## config.mk

```make
export PLATFORM = sky130hd
export DESIGN_NAME = warp_launch_dispatcher
export DESIGN_NICKNAME = d
export VERILOG_FILES = /design/src/rtl/bgpu_dispatch_pkg.sv /design/src/rtl/rr_credit_arbiter.sv /design/src/rtl/warp_launch_dispatcher_chk.sv /design/src/rtl/warp_launch_dispatcher.sv
export SDC_FILE = /design/constraint.sdc
export NUM_CORES = 1
export LEC_CHECK = 0
export ABC_AREA = 1
export CORE_MARGIN = 4
export CORE_UTILIZATION = 55
export DETAILED_ROUTE_END_ITERATION = 8
export PLACE_DENSITY = 0.83
export SYNTH_ARGS = -nofsm -noshare
export SYNTH_HDL_FRONTEND = slang
export SYNTH_SLANG_ARGS = --single-unit
```

## constraint.sdc

```tcl
create_clock -name clk_i -period 8.3 [get_ports clk_i]
set_input_delay 1.245 -clock clk_i [delete_from_list [all_inputs] [get_ports clk_i]]
set_output_delay 1.245 -clock clk_i [all_outputs]
set_load 0.1 [all_outputs]
```

## src/rtl/bgpu_dispatch_pkg.sv

```systemverilog
// Shared types for the kernel-level warp dispatcher: FSM states and the latched launch record.
package bgpu_dispatch_pkg;

   localparam int unsigned LaunchPcWidth   = 16;
   localparam int unsigned LaunchWarpWidth = 16;

   typedef enum logic [1:0] {
      ST_IDLE     = 2'd0,
      ST_DISPATCH = 2'd1,
      ST_DRAIN    = 2'd2,
      ST_DONE     = 2'd3
   } dispatch_state_e;

   typedef struct packed {
      logic [LaunchPcWidth-1:0]   pc;
      logic [LaunchWarpWidth-1:0] num_warps;
   } launch_t;

endpackage

```

## src/rtl/rr_credit_arbiter.sv

```systemverilog
// Round-robin selection among CUs that still have credit; the grant is locked while the
// selected CU stalls so a credit returning on another CU cannot steal an offered warp.
module rr_credit_arbiter #(
   parameter int unsigned NumPorts = 4,
   parameter int unsigned IdxWidth = 2
) (
   input  logic                clk_i,
   input  logic                rst_i,
   input  logic                en_i,
   input  logic [NumPorts-1:0] avail_i,
   input  logic                accept_i,
   output logic                grant_valid_o,
   output logic [NumPorts-1:0] grant_o,
   output logic [IdxWidth-1:0] grant_idx_o
);

   logic [IdxWidth-1:0] ptr_q, ptr_d;
   logic [IdxWidth-1:0] lock_idx_q, lock_idx_d;
   logic                lock_q, lock_d;
   logic                found_s;
   logic [IdxWidth-1:0] found_idx_s;

   // First available port at or after the pointer, wrapping once around.
   always_comb begin
      int cand;
      found_s     = 1'b0;
      found_idx_s = '0;
      for (int off = 0; off < int'(NumPorts); off++) begin
         cand = int'(ptr_q) + off;
         cand = (cand >= int'(NumPorts)) ? (cand - int'(NumPorts)) : cand;
         if (!found_s && avail_i[cand]) begin
            found_s     = 1'b1;
            found_idx_s = IdxWidth'(cand);
         end else begin
            found_s     = found_s;
         end
      end
   end

   // Grant, lock and pointer next-state.
   always_comb begin
      grant_valid_o = en_i && (lock_q || found_s);
      grant_idx_o   = lock_q ? lock_idx_q : found_idx_s;
      grant_o       = grant_valid_o ? (NumPorts'(1) << grant_idx_o) : '0;
      lock_d        = grant_valid_o && !accept_i;
      lock_idx_d    = grant_idx_o;
      if (grant_valid_o && accept_i) begin
         ptr_d = (grant_idx_o == IdxWidth'(NumPorts - 1)) ? '0 : (grant_idx_o + IdxWidth'(1));
      end else begin
         ptr_d = ptr_q;
      end
   end

   // Pointer and lock registers.
   always_ff @(posedge clk_i) begin
      if (rst_i) begin
         ptr_q      <= '0;
         lock_q     <= 1'b0;
         lock_idx_q <= '0;
      end else begin
         ptr_q      <= ptr_d;
         lock_q     <= lock_d;
         lock_idx_q <= lock_idx_d;
      end
   end

endmodule

```

## src/rtl/warp_launch_dispatcher_chk.sv

```systemverilog
// Protocol checks for the dispatcher: stray completion pulses and start-channel stability.
module warp_launch_dispatcher_chk #(
   parameter int unsigned NumComputeUnits = 4,
   parameter int unsigned PcWidth         = 16,
   parameter int unsigned KernelWarpWidth = 16
) (
   input logic                       clk_i,
   input logic                       rst_i,
   input logic                       idle_i,
   input logic [NumComputeUnits-1:0] done_i,
   input logic [NumComputeUnits-1:0] sat_i,
   input logic [NumComputeUnits-1:0] valid_i,
   input logic [NumComputeUnits-1:0] ready_i,
   input logic [PcWidth-1:0]         pc_i,
   input logic [KernelWarpWidth-1:0] gwid_i
);

   a_done_in_idle: assert property (@(posedge clk_i) disable iff (rst_i)
      !(idle_i && (done_i != '0)))
      else $error("warp done pulse received while idle");

   a_credit_sat: assert property (@(posedge clk_i) disable iff (rst_i)
      (done_i & sat_i) == '0)
      else $error("warp done pulse on a CU with full credit");

   a_onehot: assert property (@(posedge clk_i) disable iff (rst_i)
      $onehot0(valid_i))
      else $error("more than one CU start request");

   a_hold: assert property (@(posedge clk_i) disable iff (rst_i)
      ((valid_i != '0) && ((valid_i & ready_i) == '0)) |=>
      ((valid_i == $past(valid_i)) && (pc_i == $past(pc_i)) && (gwid_i == $past(gwid_i))))
      else $error("stalled start request changed");

endmodule

```

## src/rtl/warp_launch_dispatcher.sv

```systemverilog
// Kernel launch dispatcher: hands warps to CUs round-robin under per-CU credit, tracks retirement.
// Optional busy-cycle counter perf_cycles_o when BGPU_DISPATCH_PERF_EN is defined.
module warp_launch_dispatcher
   import bgpu_dispatch_pkg::*;
#(
   parameter int unsigned NumComputeUnits = 4,
   parameter int unsigned NumWarps        = 8,
   parameter int unsigned PcWidth         = LaunchPcWidth,
   parameter int unsigned KernelWarpWidth = LaunchWarpWidth
) (
   input  logic                       clk_i,
   input  logic                       rst_i,
   input  logic                       launch_valid_i,
   output logic                       launch_ready_o,
   input  logic [PcWidth-1:0]         launch_pc_i,
   input  logic [KernelWarpWidth-1:0] launch_num_warps_i,
   output logic                       busy_o,
   output logic                       done_o,
   output logic [NumComputeUnits-1:0] cu_start_valid_o,
   input  logic [NumComputeUnits-1:0] cu_start_ready_i,
   output logic [PcWidth-1:0]         cu_start_pc_o,
   output logic [KernelWarpWidth-1:0] cu_start_gwid_o,
   input  logic [NumComputeUnits-1:0] cu_warp_done_i
`ifdef BGPU_DISPATCH_PERF_EN
   ,
   output logic [31:0]                perf_cycles_o
`endif
);

   localparam int unsigned CuIdxWidth  = (NumComputeUnits > 1) ? $clog2(NumComputeUnits) : 1;
   localparam int unsigned CreditWidth = $clog2(NumWarps + 1);

   dispatch_state_e            state_q, state_d;
   launch_t                    launch_q, launch_d;
   logic [KernelWarpWidth-1:0] issued_q, issued_d;
   logic [KernelWarpWidth-1:0] retired_q, retired_d;
   logic [CreditWidth-1:0]     credit_q [NumComputeUnits];
   logic [CreditWidth-1:0]     credit_d [NumComputeUnits];

   logic [NumComputeUnits-1:0] avail_s, credit_inc_s, credit_dec_s, sat_s, done_eff_s, grant_s;
   logic [CuIdxWidth-1:0]      grant_idx_s;
   logic                       grant_valid_s, hs_s, launch_hs_s;
   logic [KernelWarpWidth-1:0] retire_cnt_s, issued_inc_s, retired_inc_s, num_warps_s;

   assign launch_ready_o   = (state_q == ST_IDLE);
   assign busy_o           = (state_q != ST_IDLE);
   assign done_o           = (state_q == ST_DONE);
   assign launch_hs_s      = launch_valid_i && launch_ready_o;
   assign cu_start_valid_o = grant_s;
   assign cu_start_pc_o    = PcWidth'(launch_q.pc);
   assign cu_start_gwid_o  = issued_q;
   assign num_warps_s      = KernelWarpWidth'(launch_q.num_warps);
   assign hs_s             = grant_valid_s && ((grant_s & cu_start_ready_i) != '0);
   assign done_eff_s       = (state_q != ST_IDLE) ? cu_warp_done_i : '0;
   assign issued_inc_s     = issued_q + KernelWarpWidth'(hs_s);
   assign retired_inc_s    = retired_q + retire_cnt_s;

   rr_credit_arbiter #(
      .NumPorts (NumComputeUnits),
      .IdxWidth (CuIdxWidth)
   ) u_arb (
      .clk_i         (clk_i),
      .rst_i         (rst_i),
      .en_i          (state_q == ST_DISPATCH),
      .avail_i       (avail_s),
      .accept_i      (hs_s),
      .grant_valid_o (grant_valid_s),
      .grant_o       (grant_s),
      .grant_idx_o   (grant_idx_s)
   );

   // Per-CU credit bookkeeping and the retire popcount.
   always_comb begin
      retire_cnt_s = '0;
      for (int i = 0; i < int'(NumComputeUnits); i++) begin
         avail_s[i]      = (credit_q[i] != '0);
         credit_dec_s[i] = hs_s && (grant_idx_s == CuIdxWidth'(i));
         sat_s[i]        = (credit_q[i] == CreditWidth'(NumWarps)) && !credit_dec_s[i];
         // A done on a full CU is dropped so the credit never exceeds the slot count.
         credit_inc_s[i] = done_eff_s[i] && !sat_s[i];
         credit_d[i]     = credit_q[i] + CreditWidth'(credit_inc_s[i]) - CreditWidth'(credit_dec_s[i]);
         retire_cnt_s    = retire_cnt_s + KernelWarpWidth'(done_eff_s[i]);
      end
   end

   // Kernel FSM next-state.
   always_comb begin
      state_d   = state_q;
      launch_d  = launch_q;
      issued_d  = issued_q;
      retired_d = retired_q;
      case (state_q)
         ST_IDLE: begin
            if (launch_valid_i) begin
               launch_d.pc        = LaunchPcWidth'(launch_pc_i);
               launch_d.num_warps = LaunchWarpWidth'(launch_num_warps_i);
               issued_d           = '0;
               retired_d          = '0;
               state_d            = (launch_num_warps_i == '0) ? ST_DONE : ST_DISPATCH;
            end else begin
               state_d = ST_IDLE;
            end
         end
         ST_DISPATCH: begin
            issued_d  = issued_inc_s;
            retired_d = retired_inc_s;
            if (issued_inc_s == num_warps_s) begin
               state_d = (retired_inc_s == num_warps_s) ? ST_DONE : ST_DRAIN;
            end else begin
               state_d = ST_DISPATCH;
            end
         end
         ST_DRAIN: begin
            retired_d = retired_inc_s;
            if (retired_inc_s == num_warps_s) begin
               state_d = ST_DONE;
            end else begin
               state_d = ST_DRAIN;
            end
         end
         ST_DONE: begin
            retired_d = retired_inc_s;
            state_d   = ST_IDLE;
         end
         default: begin
            state_d = ST_IDLE;
         end
      endcase
   end

   // Kernel state, counters and credits.
   always_ff @(posedge clk_i) begin
      if (rst_i) begin
         state_q   <= ST_IDLE;
         launch_q  <= '0;
         issued_q  <= '0;
         retired_q <= '0;
         for (int i = 0; i < int'(NumComputeUnits); i++) begin
            credit_q[i] <= CreditWidth'(NumWarps);
         end
      end else begin
         state_q   <= state_d;
         launch_q  <= launch_d;
         issued_q  <= issued_d;
         retired_q <= retired_d;
         for (int i = 0; i < int'(NumComputeUnits); i++) begin
            credit_q[i] <= credit_d[i];
         end
      end
   end

`ifdef BGPU_DISPATCH_PERF_EN
   logic [31:0] perf_q, perf_d;

   assign perf_cycles_o = perf_q;

   // Busy-cycle counter, saturating, held between kernels.
   always_comb begin
      if (launch_hs_s) begin
         perf_d = 32'd0;
      end else if (busy_o && (perf_q != 32'hFFFF_FFFF)) begin
         perf_d = perf_q + 32'd1;
      end else begin
         perf_d = perf_q;
      end
   end

   // Counter register.
   always_ff @(posedge clk_i) begin
      if (rst_i) begin
         perf_q <= 32'd0;
      end else begin
         perf_q <= perf_d;
      end
   end
`endif

   warp_launch_dispatcher_chk #(
      .NumComputeUnits (NumComputeUnits),
      .PcWidth         (PcWidth),
      .KernelWarpWidth (KernelWarpWidth)
   ) u_chk (
      .clk_i   (clk_i),
      .rst_i   (rst_i),
      .idle_i  (launch_ready_o),
      .done_i  (cu_warp_done_i),
      .sat_i   (sat_s),
      .valid_i (cu_start_valid_o),
      .ready_i (cu_start_ready_i),
      .pc_i    (cu_start_pc_o),
      .gwid_i  (cu_start_gwid_o)
   );

endmodule

```

* Yosys cells after proc, flatten, opt, wreduce, memory -nomap -nowiden
Memory sizes are Yosys's and may differ from the RTL's. Index checks and enable logic that the tools add are counted.
Word-level totals: flip-flop bits (word level) 71, bits in writable memories 16, input port bits 43, word-level logic and storage cells 145, memories kept 1
Memories:
- credit_q | words 4, bits a word 4, read ports 4, clocked after Yosys merged registers in 0, wr ports 4, RTL line warp_launch_dispatcher.sv:37 | logic [CreditWidth-1:0] credit_q [NumComputeUnits];
Operators by class: $add $sub $neg 21, magnitude comparators 8, equal/unequal tests 13, shift operators 1, multiplexer cells 43, bitwise logic cells 5, reduce and logical (&&, ||, !) cells 45
Operator list (number):
- $lt 32x4->1 const B | 4
- $mux 32 | 4
- $ge 32x4->1 const B | 3
- $sub 32x4->32 const B | 3
- $pmux 16 s2 | 2
- $eq 16x16->1 | 2
- $mux 4 | 6
- $reduce_bool 4->1 | 5
- $logic_and 1x1->1 | 19
- $mux 2 | 9
- $add 16x1->16 | 1
- $add 16x16->16 | 1
- $add 4x1->4 | 4
- $eq 4x4->1 const B | 4
- $logic_not 16->1 | 1
- $mux 1 | 16
- $mux 16 | 1
- $sub 4x1->4 | 4
- $logic_not 1->1 | 12
- $bmux 1 s2 | 4
- $eq 2x2->1 const B | 4
- $pmux 2 s4 | 1
- $add 2x2->3 const B | 2
- $add 3x1->4 | 1
- other kinds (16) | 23

* Longest topological paths before layout
word-level depth 29, mapped depth 35

* Hierarchy
A second synthesis with hierarchy kept.
Unflattened totals: cell total of the unflattened synthesis 882, area total of the unflattened synthesis 5669.2 um2
Modules (own cells, without submodules):
- warp_launch_dispatcher | times used 1, cells each 779, area each 5082.4 um2, seq. area each 1641.6 um2
- rr_credit_arbiter | times used 1, cells each 103, area each 586.8 um2, seq. area each 100.1 um2

* Least setup slack after synthesis
No wires, ideal clock.
path kind reg2reg, start point reg state_q[0], end point reg state_q[0], setup time 0.056 ns, data arrival time 5.304 ns, data required time 8.244 ns, setup slack 2.940 ns, stages on the path, launching flop included 24, path buffers 1, cell sequence dfxtp_1 -> nor2_1 -> inv_1 -> clkbuf_1 -> nand2_1 -> inv_1 -> fa_1 -> ha_1 -> ha_1 -> inv_1 -> fa_1 -> inv_1 -> nand2_1 -> nand2_1 -> nand2_1 -> inv_1 -> nand3_1 -> nor2_2 -> xnor3_1 -> nor2_1 -> nand3_1 -> nand3_1 -> nand2_1 -> inv_1
On the way: elaborated cells between the ends (all ways) 21, classes of those cells add/sub: 5; eq/ne: 5; mux: 5; bitwise: 1; reduce/logical: 5
RTL lines:
- from (decl) | RTL line warp_launch_dispatcher.sv:33 | dispatch_state_e state_q, state_d;
- from (signal assigned) | RTL line warp_launch_dispatcher.sv:142 | state_q <= state_d;
- $logic_not 2->1
- net launch_ready_o | RTL line warp_launch_dispatcher.sv:14 | output logic launch_ready_o,
- $pmux 2 s4 | RTL line warp_launch_dispatcher.sv:92 | case (state_q)
The timed path passes the listed nets, and every way through them passes these cells. A chain may end at the register's enable or synchronous reset.

==> metrics.cfg <==
[sta]
final_hold_slack_ns=0.474
timing.max_slew.rel_slack=0.158
final_period_minus_worst_setup_slack_ns=4.89
worst_clock_skew_ns=0.0118
hold_viol_final=0
finalSetupViolations=0
finalCritPeriodShare=0.589
timing.setup.tns_ns=0
fmax_mhz=205
slew_viol_final=0
grt_setup_unrepaired=false
tightest_slew_ns=1.26

[cts]
tritoncts.num_buffers=9
cts.path.max_buffers=2
clock_tree_from_tritoncts=done
clkSinkCount=87
clock_network_latency_to_the_later_pin_of_the_worst_skew_pair_ns=0.37
post_cts_sizing=0
cts_htree_levels=3
post-cts-setup-buffer-count=0
cts.reportedPaths.clkPinSlew_ns=0.08
cts-hold-fix-buffers=0
cts_root_buffer=clkbuf_8

[placed_design]
detailed_place.area_mm2=0.00643
gp_routability_congestion=0.901
place.port_buffers=81
dpl.hpwl_um=10900

[drt]
drt-total-wl_um=14400
remaining_drc_errors=0
drt-vias-per-instance=5.34
drt_iter0_markers=285
drt.antenna.violating_nets=0
avgRoutedWirePerCell_um=14.3
num_vias=5376
drt-pass1-iter-count=5

[cells_and_area]
nFillCells=846
layout-drive-gt1-share=0.0710
antenna_cells_inserted=0
syn_to_final_growth_pct=21.2
design_area_mm2=0.00669
nets=952

[logic_synthesis]
yosys.cell_types.count=41
number_of_instances_in_the_synthesized_netlist=794
ys_ff_latch=87
synth.yosys.seq_area_share=0.316
syn_area_mm2=0.00552
syn_area_per_cell_um2=6.95
yosys_warnings=0
synth.net_count=878

[global_route]
grt_first_pass_wirelength_um=23400
antenna_found_initial=0
grt_pass1_vias=5183
grt_usage=0.253
pin_count_of_the_biggest_net_entering_global_routing=54
grt_overflow_total=0

[floorplan]
die_height_um=108
std_cell_rows=36
die_w_um=108
dieArea_mm2=0.0117
start_util=0.565
io_pins=82
floorplan.core_area_mm2=0.00977

[power]
leakagePower_uw=0.00292
post-layout-total-power_uw=1660
p_per_area_mw_per_mm2=249
worst_ir_drop_vdd_mv=0.157

[hold_path]
hold_class=reg2reg

[worst_setup_path]
r2r_end=state_q[0]
worst_path_maximum_fanout=5
timing.critical_path.required_ns=7.05
endpoint=cu_start_valid_o[0]
rrSetupSlack_ns=4.17
arr_time_crit_path_ns=3.64
setup.worst_path.class=reg2out
worst_setup_path_end_kind=output pin
timing.critical_path.from=credit_q[3][2]
regToRegStartpoint=state_q[0]
worst_setup_path_start_kind=flop
ff2ff_path_depth=22

[job]
max_cap_viols=0

[status]
status=complete, no violations

through the flow:
step / std cells / setup WS [ns] / util
after global routing: 1006 / 3.20 / 0.684
after floorplan: 794 / 2.94 / -
after CTS: 1006 / 3.39 / 0.684
after detailed placement: 990 / 3.68 / 0.658
after global placement: 990 / 3.79 / 0.658
final: 1006 / 3.41 / 0.684
final cells by class:
cell class | instances | area, µm² | area share
multi-input cells | 575 | 3280 | 0.490
well taps | 133 | 166 | 0.0249
inverters | 111 | 417 | 0.0623
clock inverters | 5 | 104 | 0.0155
clock buffers | 11 | 151 | 0.0226
repair buffers | 84 | 828 | 0.124
flip-flops and latches | 87 | 1740 | 0.260
worst max-delay path: stages (launching register included):
cell	delay, ns
dfxtp_1	0.30
inv_1	0.09
ha_1	0.22
nand3_1	0.12
nand3_1	0.14
nand2_2	0.12
nor2_8	0.14
nand2_2	0.05
inv_2	0.07
nor2_2	0.05
a21oi_1	0.17
o21ai_1	0.09
nand2_1	0.16
ha_1	0.22
inv_1	0.05
nor2_1	0.11
clkdlybuf4s50_1	1.16
power breakdown:
group / internal [µW] / leakage [µW] / switching (µW)
combinational: 279 / 0.00208 / 495
sequential: 471 / 0.000711 / 43.8
clock: 216 / 0.000130 / 159
cells in the final DEF, fill, tap and decap left out, drive strengths merged, types with 3 or more instances in the layout:
master         count
a21oi             52
nor2             108
bufinv             3
buf                4
xnor2              3
nand2            182
o21ai             41
nand3             63
ha                35
dfxtp             87
clkdlybuf4s50     80
nand4             18
clkbuf            11
nor3b              4
nor4               3
xor2              21
fa                 6
inv              111
nand3b             5
a211oi             4
or2                8
nor3              10
cells in the mapped netlist, drive strengths merged:
cell type | instances | area, µm²
nand2 | 182 | 716
inv | 111 | 417
nor2 | 108 | 454
dfxtp | 87 | 1740
nand3 | 63 | 333
a21oi | 52 | 260
o21ai | 41 | 205
ha | 35 | 438
xor2 | 21 | 184
clkbuf | 20 | 75.1
nand4 | 18 | 128
nor3 | 10 | 87.6
or2 | 8 | 50.1
fa | 6 | 120
nand3b | 5 | 37.5
a211oi | 4 | 30.0
nor3b | 4 | 30.0
nor4 | 3 | 18.8
xnor2 | 3 | 26.3
o21ba | 2 | 20.0
xnor3 | 2 | 45.0
xor3 | 2 | 47.6
a21boi | 1 | 7.51
a31oi | 1 | 12.5
and2 | 1 | 6.26
buf | 1 | 5.00
o21a | 1 | 7.51
o21bai | 1 | 7.51
o31ai | 1 | 7.51
cell families (layout without fill, tap and decap cells):
group                      count (synthesis)  after routing  share of synthesized area
DFF                                       87             87                      0.316
AOI/OAI and AO/OA                        104            104                      0.101
xor gates and xnor gates                  28             28                     0.0549
adders and majority gates                 41             41                      0.101
buffers and inverters                    132            211                     0.0900
and+or+nand+nor                          402            402                      0.337
how the worst min path moves through the flow:
stage                 start           end  slack, ns  cells after the start
2_1_floorplan  retired_q[0]  retired_q[0]       0.45                      2
3_3_place_gp   retired_q[0]  retired_q[0]       0.46                      2
3_5_place_dp   retired_q[0]  retired_q[0]       0.46                      2
4_1_cts        retired_q[0]  retired_q[0]       0.48                      2
5_1_grt        retired_q[0]  retired_q[0]       0.50                      2
6_report       retired_q[0]  retired_q[0]       0.47                      2
layer usage:
layer | part of all wire | vias to the layer above | wire length (µm) | global-route usage
met2 | 0.50 | 194 | 7230 | 0.459
met4 | 0.026 | 0 | 379 | 0.100
li1 | - | 2694 | - | -
met1 | 0.41 | 2458 | 5900 | 0.288
met3 | 0.059 | 30 | 844 | 0.0555
met5 | 0 | - | 0 | 0
registers in the layout, indices dropped and copies added (netlist names):
signal	flops
cu_start_gwid_o	16
num_warps_s	16
u_arb.lock_q	1
retired_q	16
u_arb.ptr_q	2
cu_start_pc_o	16
credit_q	16
u_arb.lock_idx_q	2
state_q	2
Note: power is estimated with default switching activity, not from simulation.
==> variant (config.mk and constraints unchanged) <==
Add a define of `BGPU_DISPATCH_PERF_EN`.
--- a/src/rtl/warp_launch_dispatcher.sv
+++ b/src/rtl/warp_launch_dispatcher.sv
@@ -1,4 +1,6 @@
 // Kernel launch dispatcher: hands warps to CUs round-robin under per-CU credit, tracks retirement.
 // Optional busy-cycle counter perf_cycles_o when BGPU_DISPATCH_PERF_EN is defined.
+`define BGPU_DISPATCH_PERF_EN
+
 module warp_launch_dispatcher
    import bgpu_dispatch_pkg::*;
Function (old outputs only; new: perf_cycles_o): kept (equiv_simple and equiv_induct, registers matched by name and starting in step).
==> variant against the unedited design <==
  * Final area is 37% higher
  * Fmax decreased by 2.4%
  * Power up 29%
  * Worst setup slack got worse by 120 ps
  * Combinational power fell by 2.6%
  * Register-to-register slack worse by 370 ps
  * Clock skew decreased by 6.3 ps
  * Wire length rose by 42%
  * Sequential power increased by 30%
  * Clock power increased by 93%
  * Synthesized cell count increased by 40%
  * Area after synthesis rose by 33%
  * Sequential cell count is 32 higher
  * Critical path type unchanged
  * Largest cell class unchanged
  * Largest power group unchanged
==> variant: results (changes against the unedited design) <==
metric;value;unit;change
outcome;finished, final reports clean;;unchanged
grtUsageMet1;33.8;%;was 28.8%
cts_made_buffers;17;;was 9
grt_use_met2;46.8;%;was 45.9%
power.share.switching;36.9;%;was 41.9%
synthTopCellsByArea;dfxtp_1, nand2_1, nand3_1;;was dfxtp_1, nand2_1, ha_1
ff2ff_path_depth;24;;was 22
cp.arrival;3760;ps;was 3640 ps
grt_pass1_vias;7169;;was 5183
place_ws;3760;ps;was 3680 ps
irDropWorstVdd;0.124;mV;was 0.157 mV
synth_nets;1200;;was 878
place_area;8600;um^2;was 6430 um^2
synth_cell_types;45;;was 41
clkSlewWorstSetupHoldPaths;50;ps;was 80 ps
yosys_warnings;0;;unchanged
finClkSkew;5.52;ps;was 11.8 ps
drive_above_1_share;5.67;%;was 7.10%
crit_fanout;4;;was 5
track_usage;27.6;%;was 25.3%
drtIter0Drc;582;;was 285
insertion_delay;420;ps;was 370 ps
ys_top_cells_by_count;nand2_1, nor2_1, inv_1;;was nand2_1, inv_1, nor2_1
vias;7612;;was 5376
slew_headroom;22.6;%;was 15.8%
hpwlAfterDp;15100;um;was 10900 um
port-buffer-count;113;;was 81
largest_register_ffs;32;;
cts_setup_buffers;0;;unchanged
finalWirelength;20400;um;was 14400 um
grt_pass1_wl;33400;um;was 23400 um
nets;1306;;was 952
netlist_instances;1115;;was 794
clockRootBuffer;clkbuf_16;;was clkbuf_8
==> variant: cell type report <==
class	instances	area, um^2
Multi-Input combinational cell	827	4320
Fill cell	1112	4000
Sequential cell	119	2380
Timing Repair Buffer	117	1160
Clock buffer	25	526
Inverter	139	524
Tap cell	176	220
Clock inverter	7	65.1
==> variant: layer usage <==
metal | vias up | part of all wire (%)
li1 | 3815 | -
met1 | 3465 | 42
met2 | 287 | 48
met3 | 45 | 7.0
met4 | 0 | 2.7
met5 | - | 0
==> variant: power by group through the flow <==
stage               sequential [mW]  combinational [mW]  clock (mW)
floorplan                     0.734               0.521           0
global placement              0.681               0.721           0
detailed placement            0.683               0.745           0
CTS                           0.671               0.753       0.730
global route                  0.678               0.844       0.759
finish                        0.672               0.753       0.724
==> variant: worst register-to-register path: cells and delay by family, from the launching register on <==
family                   cells  cell delay, ps
buffers and inverters        5             870
flip-flops                   1             340
adder cells (fa/ha/maj)      4            1400
AND/OR/NAND/NOR             15            1830
==> variant: final timing paths <==
path                                         from                   to  slack [ps]
worst max-delay path               credit_q[1][2]  cu_start_valid_o[3]        3300
worst min-delay path            cu_start_pc_o[15]    cu_start_pc_o[15]         480
worst max register to register         state_q[0]           state_q[0]        3800
worst min register to register  cu_start_pc_o[15]    cu_start_pc_o[15]         480
==> variant: kinds of logic (layout without fill, tap and decap cells) <==
group,after synthesis,in the layout,share of synthesized area [%]
adder cells (fa/ha/maj),42,42,7.75
AO/OA/AOI/OAI,148,148,10.6
XOR/XNOR,30,30,3.94
buffers and inverters,169,288,9.02
flip-flops,119,119,32.4
AND/OR/NAND/NOR,607,607,36.3
